### config.mk
export PLATFORM = sky130hd
export DESIGN_NAME = x_bus_arb
export DESIGN_NICKNAME = d
export VERILOG_FILES = /design/src/rtl/x_bus_arb.sv
export SDC_FILE = /design/constraint.sdc
export NUM_CORES = 1
export LEC_CHECK = 0
export ABC_CLOCK_PERIOD_IN_PS = 2500
export CAP_MARGIN = 40
export CORE_AREA = 2 2 104 106
export DETAILED_ROUTE_END_ITERATION = 10
export DIE_AREA = 0 0 106 108
export GPL_ROUTABILITY_DRIVEN = 0
export SYNTH_ARGS = -nofsm -noshare
export SYNTH_HDL_FRONTEND = slang
export SYNTH_SLANG_ARGS = --single-unit
### constraint.sdc
create_clock -name i_clk -period 2.5 [get_ports i_clk]
set_input_delay 0.5 -clock i_clk [delete_from_list [all_inputs] [get_ports i_clk]]
set_output_delay 0.5 -clock i_clk [all_outputs]
set_load 0.05 [all_outputs]
### src/rtl/x_bus_arb.sv
// ---------------------------------------------------------------------------
// x_bus_arb
//   Shares one memory port between N_REQ masters. Every port uses the same
//   valid/rnw/addr/data/accept handshake. A master holds its request stable
//   until it sees accept, and read data is sampled in the accept cycle.
//
//   Arbitration is round-robin. The grant stays locked for the whole transfer.
//   The arbiter spends one cycle in IDLE to pick a winner. It then stays in
//   BUSY until the memory accepts the request or the granted master drops
//   valid.
//
// Parameters
//   N_REQ      number of requesting masters (2..8)
//   TO_CYCLES  BUSY cycles without accept before the watchdog fires
//
// Optional feature
//   X_BUS_ARB_WDOG_EN  enables the BUSY watchdog and the sticky o_err flag.
//                      When it is undefined, BUSY waits indefinitely and
//                      o_err is tied to 0.
//
// Ports
//   i_clk, i_nrst              clock, asynchronous active-low reset
//   i_req_valid/rnw            per-master request valid / read-not-write
//   i_req_addr/data            per-master address / write data, master k at [32k+31:32k]
//   o_req_accept               one-hot accept to the granted master
//   o_req_data                 read data broadcast, meaningful only with accept
//   o_mem_valid/rnw/addr/data  downstream request
//   i_mem_accept, i_mem_data   downstream accept and read data
//   o_err                      sticky watchdog timeout flag
// ---------------------------------------------------------------------------
module x_bus_arb #(
  parameter int N_REQ     = 2,
  parameter int TO_CYCLES = 255
) (
  input  logic                 i_clk,
  input  logic                 i_nrst,
  input  logic [N_REQ-1:0]     i_req_valid,
  input  logic [N_REQ-1:0]     i_req_rnw,
  input  logic [32*N_REQ-1:0]  i_req_addr,
  input  logic [32*N_REQ-1:0]  i_req_data,
  output logic [N_REQ-1:0]     o_req_accept,
  output logic [31:0]          o_req_data,
  output logic                 o_mem_valid,
  output logic                 o_mem_rnw,
  output logic [31:0]          o_mem_addr,
  output logic [31:0]          o_mem_data,
  input  logic                 i_mem_accept,
  input  logic [31:0]          i_mem_data,
  output logic                 o_err
);

  localparam int IDX_W = (N_REQ > 1) ? $clog2(N_REQ) : 1;

  typedef enum logic {
    IDLE = 1'b0,
    BUSY = 1'b1
  } state_t;

  state_t             state_r;
  logic [IDX_W-1:0]   grant_r;
  logic [IDX_W-1:0]   ptr_r;

  logic               busy_s;
  logic               sel_valid_s;
  logic               sel_rnw_s;
  logic [31:0]        sel_addr_s;
  logic [31:0]        sel_data_s;
  logic               timeout_s;
  logic               done_s;
  logic [IDX_W-1:0]   winner_s;

  // Round-robin search: the first requester after the last-served master, wrapping modulo N_REQ.
  function automatic logic [IDX_W-1:0] rr_pick(input logic [N_REQ-1:0] valid,
                                              input logic [IDX_W-1:0] last);
    logic [IDX_W-1:0] pick;
    logic             found;
    int               idx;
    pick  = last;
    found = 1'b0;
    for (int k = 1; k <= N_REQ; k++) begin
      idx = int'(last) + k;
      if (idx >= N_REQ) begin
        idx = idx - N_REQ;
      end else begin
        idx = idx;
      end
      if (!found && valid[idx]) begin
        pick  = IDX_W'(idx);
        found = 1'b1;
      end else begin
        pick  = pick;
      end
    end
    return pick;
  endfunction

  assign winner_s = rr_pick(i_req_valid, ptr_r);

  // Mux the granted master's request fields.
  always_comb begin
    sel_valid_s = 1'b0;
    sel_rnw_s   = 1'b0;
    sel_addr_s  = 32'h0000_0000;
    sel_data_s  = 32'h0000_0000;
    for (int k = 0; k < N_REQ; k++) begin
      if (grant_r == IDX_W'(k)) begin
        sel_valid_s = i_req_valid[k];
        sel_rnw_s   = i_req_rnw[k];
        sel_addr_s  = i_req_addr[32*k +: 32];
        sel_data_s  = i_req_data[32*k +: 32];
      end else begin
        sel_valid_s = sel_valid_s;
      end
    end
  end

  assign busy_s = (state_r == BUSY);

`ifdef X_BUS_ARB_WDOG_EN
  localparam int CNT_W = ($clog2(TO_CYCLES + 1) > 8) ? $clog2(TO_CYCLES + 1) : 8;

  logic [CNT_W-1:0] wdog_cnt_r;
  logic             err_r;

  assign timeout_s = busy_s && (wdog_cnt_r == CNT_W'(TO_CYCLES));

  // Watchdog counter: held at zero in IDLE and counting BUSY cycles that end without accept.
  always_ff @(posedge i_clk or negedge i_nrst) begin
    if (!i_nrst) begin
      wdog_cnt_r <= '0;
    end else if (!busy_s) begin
      wdog_cnt_r <= '0;
    end else if (!done_s) begin
      wdog_cnt_r <= wdog_cnt_r + 1'b1;
    end else begin
      wdog_cnt_r <= wdog_cnt_r;
    end
  end

  // Sticky error flag, set by a timeout and cleared only by reset.
  always_ff @(posedge i_clk or negedge i_nrst) begin
    if (!i_nrst) begin
      err_r <= 1'b0;
    end else if (timeout_s && sel_valid_s) begin
      err_r <= 1'b1;
    end else begin
      err_r <= err_r;
    end
  end

  assign o_err = err_r;
`else
  logic unused_to_cycles_s;

  assign unused_to_cycles_s = (TO_CYCLES > 0);
  assign timeout_s          = 1'b0;
  assign o_err              = 1'b0;
`endif

  // A master that drops valid mid-transfer gets neither a timeout nor an accept.
  assign done_s = busy_s && sel_valid_s && (timeout_s || i_mem_accept);

  // Arbitration FSM: grant, rotation pointer and state.
  always_ff @(posedge i_clk or negedge i_nrst) begin
    if (!i_nrst) begin
      state_r <= IDLE;
      grant_r <= '0;
      ptr_r   <= IDX_W'(N_REQ - 1);
    end else begin
      case (state_r)
        IDLE: begin
          if (|i_req_valid) begin
            grant_r <= winner_s;
            state_r <= BUSY;
          end else begin
            state_r <= IDLE;
          end
        end
        BUSY: begin
          if (!sel_valid_s) begin
            state_r <= IDLE;
          end else if (done_s) begin
            ptr_r   <= grant_r;
            state_r <= IDLE;
          end else begin
            state_r <= BUSY;
          end
        end
        default: begin
          state_r <= IDLE;
        end
      endcase
    end
  end

  // Downstream request and upstream accept/data; every output is 0 outside BUSY.
  always_comb begin
    o_mem_valid  = 1'b0;
    o_mem_rnw    = 1'b0;
    o_mem_addr   = 32'h0000_0000;
    o_mem_data   = 32'h0000_0000;
    o_req_data   = 32'h0000_0000;
    o_req_accept = '0;
    if (busy_s) begin
      o_mem_valid = sel_valid_s && !timeout_s;
      o_mem_rnw   = sel_rnw_s;
      o_mem_addr  = sel_addr_s;
      o_mem_data  = sel_data_s;
      o_req_data  = timeout_s ? 32'hDEAD_BEEF : i_mem_data;
      for (int k = 0; k < N_REQ; k++) begin
        o_req_accept[k] = done_s && (grant_r == IDX_W'(k));
      end
    end else begin
      o_mem_valid = 1'b0;
    end
  end

endmodule

# == Yosys cells after proc, flatten, opt, wreduce, memory -nomap -nowiden ==
# Index checks and enable logic that the tools add are counted.
# Widths: inputs -> output; s select.
# word_totals
input_bits,167
memories,0
rom_bits,0
elab_cells,47
latchBits,0
out_inout_bits,101
ram_bits,0
ff_bits,3
# classes
n_shift,0
n_mul,0
addsub,4
n_bitwise,2
reduce_logical,9
div,0
n_lt_le_gt_ge,4
muxes,25
eq_ne,0
# ops
cell,n
$mux 32,7
$lt 32x3->1 const B,2
$mux 1,16
$logic_and 1x1->1,5
$sub 3x2->4 const B,1
$add 1x2->3 const B,1
$ge 3x2->1 const B,1
$reduce_and 3->1,1
$sub 2x2->3 const B,1
$add 1x1->2 const B,1
$ge 2x2->1 const B,1
$mux 2,1
$not 1->1,2
$pmux 1 s2,1
$reduce_and 2->1,1
$reduce_or 2->1,1
$logic_not 1->1,1

# == Logic depth before layout (Yosys ltp) ==
# depth
ltp_word,10
ltp_mapped,5
depth_no_buf,2

# == Worst setup path before layout ==
# No wires, ideal clock.
# synth_timing
kind,reg-to-output
start,register grant_r
end,output port o_mem_addr[24]
t_arrival_ps,1529
required_ps,2000
path_buffers,3
path_slack_ps,471
stages_incl_launch_ff,6
path_cell_list,dfrtp_1 buf_4 buf_6 buf_8 mux2i_1 nor2_1
# synth_via
elab_chain_len,2
# synth_lines
item,line_no,text
"start, declared",60,logic [IDX_W-1:0] grant_r;
"start signal, assigned",173,grant_r <= winner_s;
$mux 32,106,if (grant_r == IDX_W'(k)) begin
$mux 32,204,if (busy_s) begin
"end, declared",45,"output logic [31:0] o_mem_addr,"
# Every way passes these cells.

# == Worst setup path after layout ==
# layout_timing
start,register grant_r
end,output port o_mem_addr[1]
# Same word-level chain as after synthesis.

==> metrics.txt <==
# TYPE chip_impl_metric gauge
chip_impl_metric{name="wirelength",unit="mm"} 8.507
chip_impl_metric{name="antenna_violations_before_repair",unit=""} 0
chip_impl_metric{name="die_area",unit="µm²"} 11450
chip_impl_metric{name="detail_route.drc_violations",unit=""} 0
chip_impl_metric{name="routed_wire_length_per_instance",unit="µm"} 14.42
chip_impl_metric{name="numPortBuffers",unit=""} 266
chip_impl_metric{name="design.portCount",unit=""} 268
chip_impl_info{name="yosys-top-cells-area",value="mux2i_1, nor2_1, and2_1, buf_4, dfrtp_1"} 1
chip_impl_metric{name="drt_pass1_iterations",unit=""} 4
chip_impl_metric{name="post_dp_hpwl",unit="mm"} 7.284
chip_impl_info{name="ys_dominant_reg_cell",value="dfrtp_1"} 1
chip_impl_info{name="grt_setup_unrepaired",value="no"} 1
chip_impl_info{name="critical_path.reg2reg.startpoint",value="busy_s$_DFF_PN0_"} 1
chip_impl_metric{name="cts_htree_levels",unit=""} 1
chip_impl_metric{name="clock_sink_count",unit=""} 3
chip_impl_metric{name="route.antenna.remaining_nets",unit=""} 0
chip_impl_metric{name="cp_data_required_time",unit="ps"} 2000
chip_impl_info{name="setup.worst_path.end_class",value="primary output"} 1
chip_impl_metric{name="postSynthAreaPerCell",unit="µm²"} 6.973
chip_impl_metric{name="number_of_global_route_vias_before_repair",unit=""} 2462
chip_impl_metric{name="clk_pin_slew",unit="ps"} 30
chip_impl_metric{name="drive_gt1_frac",unit=""} 0.2467
chip_impl_metric{name="post_drt_via_cell_ratio",unit=""} 4.010
chip_impl_metric{name="power.share.combinational",unit=""} 0.936
chip_impl_metric{name="power.internal",unit="mW"} 2.065
chip_impl_metric{name="placementRows",unit=""} 37
chip_impl_metric{name="synth_top_area_frac",unit=""} 0.4761
chip_impl_metric{name="reg2regPathDepth",unit=""} 3
chip_impl_metric{name="power_frac_clock",unit=""} 0.031
chip_impl_metric{name="highest_achievable_clock_rate",unit="MHz"} 470.2
chip_impl_metric{name="place_area",unit="µm²"} 4773
chip_impl_info{name="path_cells",value="buf_12 -> mux2i_1 -> nor2_1 -> buf_12"} 1
chip_impl_metric{name="cts_hold_buf",unit=""} 0
chip_impl_info{name="worstSetupPathType",value="flip-flop to primary output"} 1
chip_impl_metric{name="pwr-share-seq",unit=""} 0.032
chip_impl_metric{name="synth_fp_nets",unit=""} 366
chip_impl_metric{name="synthesis.instances",unit=""} 199
chip_impl_metric{name="rrSetupSlack",unit="ps"} 1220
chip_impl_metric{name="stdcell_area",unit="µm²"} 4818
chip_impl_metric{name="antenna-diode-count",unit=""} 0
chip_impl_metric{name="first_iter_violations",unit=""} 52
chip_impl_metric{name="post_cts_resized",unit=""} 0
chip_impl_metric{name="num_vias",unit=""} 2366
chip_impl_metric{name="synth.ff_latch_count",unit=""} 3
chip_impl_info{name="cts.root.buffer_cell",value="clkbuf_8"} 1
chip_impl_info{name="regToRegEndpoint",value="grant_r$_DFFE_PN0P_"} 1
chip_impl_metric{name="ys_warn_count",unit=""} 0
chip_impl_info{name="cpMostUsedCell",value="buf_12"} 1
chip_impl_metric{name="post_synth_num_cell_types",unit=""} 21
chip_impl_metric{name="critical_path.max_stage_delay",unit="ps"} 580
chip_impl_info{name="synth_common_cells",value="nor2_1, mux2i_1, and2_1"} 1
chip_impl_info{name="clock_tree_from_tritoncts",value="done"} 1
chip_impl_metric{name="fin_crit_sh",unit=""} 0.8508
chip_impl_metric{name="fin_setup_tns",unit="ps"} 0
chip_impl_metric{name="core_area",unit="µm²"} 10230
chip_impl_metric{name="netlist_area",unit="µm²"} 1388
chip_impl_metric{name="clkLatencyLatePin",unit="ps"} 220
chip_impl_metric{name="gr-total-overflow",unit=""} 0
chip_impl_metric{name="number_of_enable_type_register_cells_in_the_synthesized_netlist",unit=""} 0
chip_impl_metric{name="report.final.setup_viol",unit=""} 0
chip_impl_metric{name="hold_violations",unit=""} 0
chip_impl_metric{name="grt_first_pass_wirelength",unit="mm"} 12.70
chip_impl_info{name="hp-class",value="input port to asynchronous set/reset pin"} 1
chip_impl_metric{name="sw_frac_of_total",unit=""} 0.5323
chip_impl_metric{name="total_switching_power",unit="mW"} 2.350
chip_impl_metric{name="numCtsBuffers",unit=""} 3
chip_impl_metric{name="buffer_depth_of_the_longest_clock_path",unit=""} 2
chip_impl_metric{name="pin_count_of_the_biggest_net_entering_global_routing",unit=""} 35
chip_impl_metric{name="min_period",unit="ps"} 2127
chip_impl_info{name="synth_top_cell_by_area",value="mux2i_1"} 1
chip_impl_info{name="outcome",value="completed"} 1
chip_impl_metric{name="final_net_count",unit=""} 622
chip_impl_metric{name="worstPathArrival",unit="ps"} 1630
chip_impl_metric{name="die-width",unit="µm"} 106
chip_impl_metric{name="irDropWorstVdd",unit="V"} 0.0005257
chip_impl_metric{name="flow.area_growth_from_synthesis",unit="%"} 247.2
chip_impl_metric{name="slew_violations",unit=""} 0
chip_impl_metric{name="die_height",unit="µm"} 108
chip_impl_metric{name="initial_core_util",unit=""} 0.1356
chip_impl_info{name="start_kind",value="flip-flop"} 1
chip_impl_metric{name="async_reset_ff_frac",unit=""} 1.000
chip_impl_metric{name="leakage",unit="nW"} 2.164
chip_impl_info{name="post-synth-top-count-cell",value="nor2_1"} 1
chip_impl_info{name="crit_slowest_cell",value="dfrtp_4"} 1
chip_impl_metric{name="cellPowerDensity",unit="nW/µm²"} 916.4
chip_impl_metric{name="postCtsSetupRepairBufs",unit=""} 0
chip_impl_metric{name="grt_use_total",unit=""} 0.1384
chip_impl_metric{name="yosysSeqAreaShare",unit=""} 0.05500
chip_impl_metric{name="worst_case_clock_skew",unit="ps"} 3.312
chip_impl_metric{name="maxCapViolCount",unit=""} 0
chip_impl_metric{name="path_max_fanout",unit=""} 29
area by class of cell:
cell class,instances,area [µm²]
Inverter,1,3.754
Clock buffer,4,45.04
Sequential cell,3,80.08
Timing Repair Buffer,271,3338
Multi-Input combinational cell,175,1181
Fill cell,998,5413
Tap cell,136,170.2
per-layer routing:
layer	global-route usage	share of wire	routed length [µm]	up-vias
met5	0	0	0	-
met4	0.02538	0.0082	70	0
met3	0.04461	0.10	884	4
met2	0.2687	0.53	4506	142
met1	0.1473	0.36	3045	1054
li1	-	-	-	1166
logic make-up after synthesis:
family,after synthesis,share of synthesized area
simple gates,105,0.3562
mux,66,0.4761
buf+inv,21,0.09377
compound gates,3,0.01624
flops,3,0.05501
other cells,1,0.002703
layout by cell type, fill, tap and decap left out, types with 3 or more instances in the layout:
cell             instances
clkdlybuf4s50_1        166
buf_12                  71
nor2_1                  68
mux2i_1                 66
buf_4                   34
and2_1                  32
clkbuf_8                 3
critical path, delay by kind of cell (launching register included):
kind | cells | cell delay [ps]
multiplexers | 1 | 150
buffers and inverters | 2 | 400
flip-flops | 1 | 580
AND/OR/NAND/NOR | 1 | 250
how the worst max path moves through the flow:
stage	start	slack, ps	endpoint	cells after the start
after floorplan	grant_r$_DFFE_PN0P_	470	o_mem_addr[24]	5
after global placement	i_req_valid[1]	500	o_mem_valid	4
after detailed placement	i_req_valid[1]	480	o_mem_valid	4
after CTS	busy_s$_DFF_PN0_	380	o_mem_addr[1]	4
after global routing	busy_s$_DFF_PN0_	280	o_mem_addr[1]	4
final	grant_r$_DFFE_PN0P_	370	o_mem_addr[1]	4
registers in the layout, summed over array words and instances, names as in the netlist:
name	flops
busy_s	1
grant_r	1
ptr_r	1
through the flow:
stage          hold slack (ps)  std cells  power (mW)    util  setup slack [ps]
5_1_grt                  476.2        590       4.609  0.4710             280.6
2_1_floorplan            204.4        199       2.393       -             471.2
3_3_place_gp             539.3        586       4.286  0.4666             495.1
4_1_cts                  471.0        590       4.469  0.4710             379.4
6_report                 470.0        590       4.415  0.4710             373.1
3_5_place_dp             537.9        586       4.320  0.4666             482.1
power groups by stage:
stage               Clock (mW)  Combinational [mW]  Sequential, mW
floorplan                    0                2.32          0.0778
global placement             0                4.14           0.145
finish                   0.139                4.13           0.143
detailed placement           0                4.18           0.145
CTS                      0.143                4.18           0.145
global route             0.149                4.31           0.153
No activity file was read; power rests on OpenSTA's default activity.
==> patch, RTL diff (config.mk and constraints unchanged) <==
Build with the macro `X_BUS_ARB_WDOG_EN` defined.
--- a/src/rtl/x_bus_arb.sv
+++ b/src/rtl/x_bus_arb.sv
@@ -30,2 +30,4 @@
 // ---------------------------------------------------------------------------
+`define X_BUS_ARB_WDOG_EN
+
 module x_bus_arb #(
Check against the original RTL: same outputs for any inputs over 10 cycles, from zero or initial values and one cycle with i_nrst low; that may be too few to reach the edited logic, so the function may still have changed.
==> patch against the unedited design <==
Total power rose by 36%. Die area stayed put. Global-route usage up 5.1 points. Area after synthesis grew 39%. Clock skew about the same. Via count grew 27%. Wire length up 38%. Sequential share of layout area increased by 3.6 points. Sequential cell count rose by 9. Setup slack worse by 0.26 ns. Non-clock buffer count up 5. Count of clock-buffer cells in the layout unchanged. Cell area rose by 20%. Critical path type unchanged.
==> patch: results (changes against the unedited design) <==
Placement
  • Cells after DPL: 668 (was 586)
  • DPL Wire Length: 9.73 mm (was 7.28 mm)
  • Placed cell areas: 0.00571 mm² (was 0.00477 mm²)
  • Worst slack at placement: 0.211 ns (was 0.482 ns)
  • # port buffers: 267 (was 266)

Hold path
  • HP Class: register to register (was input pin to async pin)

CTS
  • Worst-Skew Late Latency: 0.24 ns (was 0.22 ns)
  • Clock root buffer: clkbuf_8 (unchanged)
  • Clock-pin slew on the worst setup and hold paths: 0.05 ns (was 0.03 ns)
  • CTS max path bufs: 2 (unchanged)

Power
  • Seq power: 308 µW (was 143 µW)
  • PnR Total Power: 6.01 mW (was 4.42 mW)
  • Lkg Pwr: 2.50 nW (was 2.16 nW)
  • Maximum VDD drop: 605 µV (was 526 µV)
  • Combinational share of power: 91.8% (was 93.6%)
  • Sw frac: 52.7% (was 53.2%)

Run status
  • Outcome: finished clean (unchanged)

Route
  • 1st-iter DRT viols: 155 (was 52)
  • Routed WL per cell: 17.4 µm (was 14.4 µm)
  • Vias post-DR: 2994 (was 2366)

Yosys
  • Synth top area cells: mux2i_1, nor2_1, dfrtp_1 (was mux2i_1, nor2_1, and2_1)
  • Mapped Nets: 450 (was 366)
  • Commonest cells post-synth: nor2_1, mux2i_1, nand2_1 (was nor2_1, mux2i_1, and2_1)
  • Yosys cell types: 34 (was 21)
  • Synth Warn #: 0 (unchanged)
  • Primary FF master, synth: dfrtp_1 (unchanged)
  • Mapped Cells: 282 (was 199)
  • Ys async rst share: 100% (unchanged)
  • Post-synthesis sequential area ratio: 15.6% (was 5.50%)

GRT
  • Initial antenna violation count: 0 (unchanged)
  • GRT Resource Usage Total: 18.9% (was 13.8%)
  • Largest net degree at the start of global routing: 64 (was 35)
  • Vias in the first global route: 2864 (was 2462)
  • Global-route wire length before repair: 16.9 mm (was 12.7 mm)

STA
  • Least-Margin Pin Slew: between 0.5 and 0.6 ns
  • Worst Skew: 0.00333 ns (was 0.00331 ns)

Layout
  • Share of layout cells above drive strength 1: 23.2% (was 24.7%)
  • Layout Nets: 708 (was 622)
  • Fillers: 905 (was 998)
  • Cell Count, Final, Fillers Out: 675 (was 590)
  • Number of diodes: 0 (unchanged)
  • Most flop-heavy register: wdog_cnt_r

Setup path
  • Crit Path Max Fanout: 24 (was 29)
  • Crit path arrival time: 1.89 ns (was 1.63 ns)
## patch: cell types whose count changed in the layout (fill, tap and decap cells not counted), sizes merged, moves of 5 or more
cell	delta
nor2	+51
and2	-32
nand2	+14
dfrtp	+9
and3	+8
nand3	+5
## patch: final timing paths
check	from	to	slack [ns]	cells after the start
worst max-delay path	wdog_cnt_r[0]	o_req_data[19]	0.11	7
worst min-delay path	o_err	o_err	0.48	1
worst max register to register	wdog_cnt_r[0]	wdog_cnt_r[7]	0.83	6
worst min register to register	o_err	o_err	0.48	1
max in group asynchronous	i_nrst	grant_r	1.46	1
min in group asynchronous	i_nrst	wdog_cnt_r[3]	0.62	1
## patch: kinds of logic after synthesis
| family | share of synthesized area, % |
|---|---|
| AND/OR/NAND/NOR | 33.6 |
| buffers and inverters | 5.90 |
| flip-flops | 15.6 |
| adder cells (fa/ha/maj) | 0.648 |
| AO/OA/AOI/OAI | 7.06 |
| multiplexers | 37.1 |
## patch: worst max-delay path, stage by stage (launching register included)
cell,delay [ns]
dfrtp_1,0.40
ha_2,0.24
nand4_1,0.21
nor2_4,0.20
buf_12,0.18
nor2_1,0.06
nor2_1,0.17
buf_12,0.17
## patch: layer usage
metal  GRT usage (%)  vias up  part of all wire, %
met5               0        -                    0
met4            5.17        0                  2.3
met3            4.64       16                  9.2
met2            33.9      151                   51
met1            22.6     1359                   37
li1                -     1468                    -
## patch: repair_timing
item,CTS,global route
setup buffers,0,3
gates resized for setup,0,3
endpoints found under the setup margin,0,32
## patch: final cells by class
cell class / count / area [µm²] / share of cell area, %
inverters: 2 / 7.51 / 0.130
clock buffers: 4 / 45.0 / 0.778
multi-input cells: 245 / 1530 / 26.4
flip-flops and latches: 12 / 305 / 5.28
repair buffers: 276 / 3730 / 64.4
well taps: 136 / 170 / 2.94
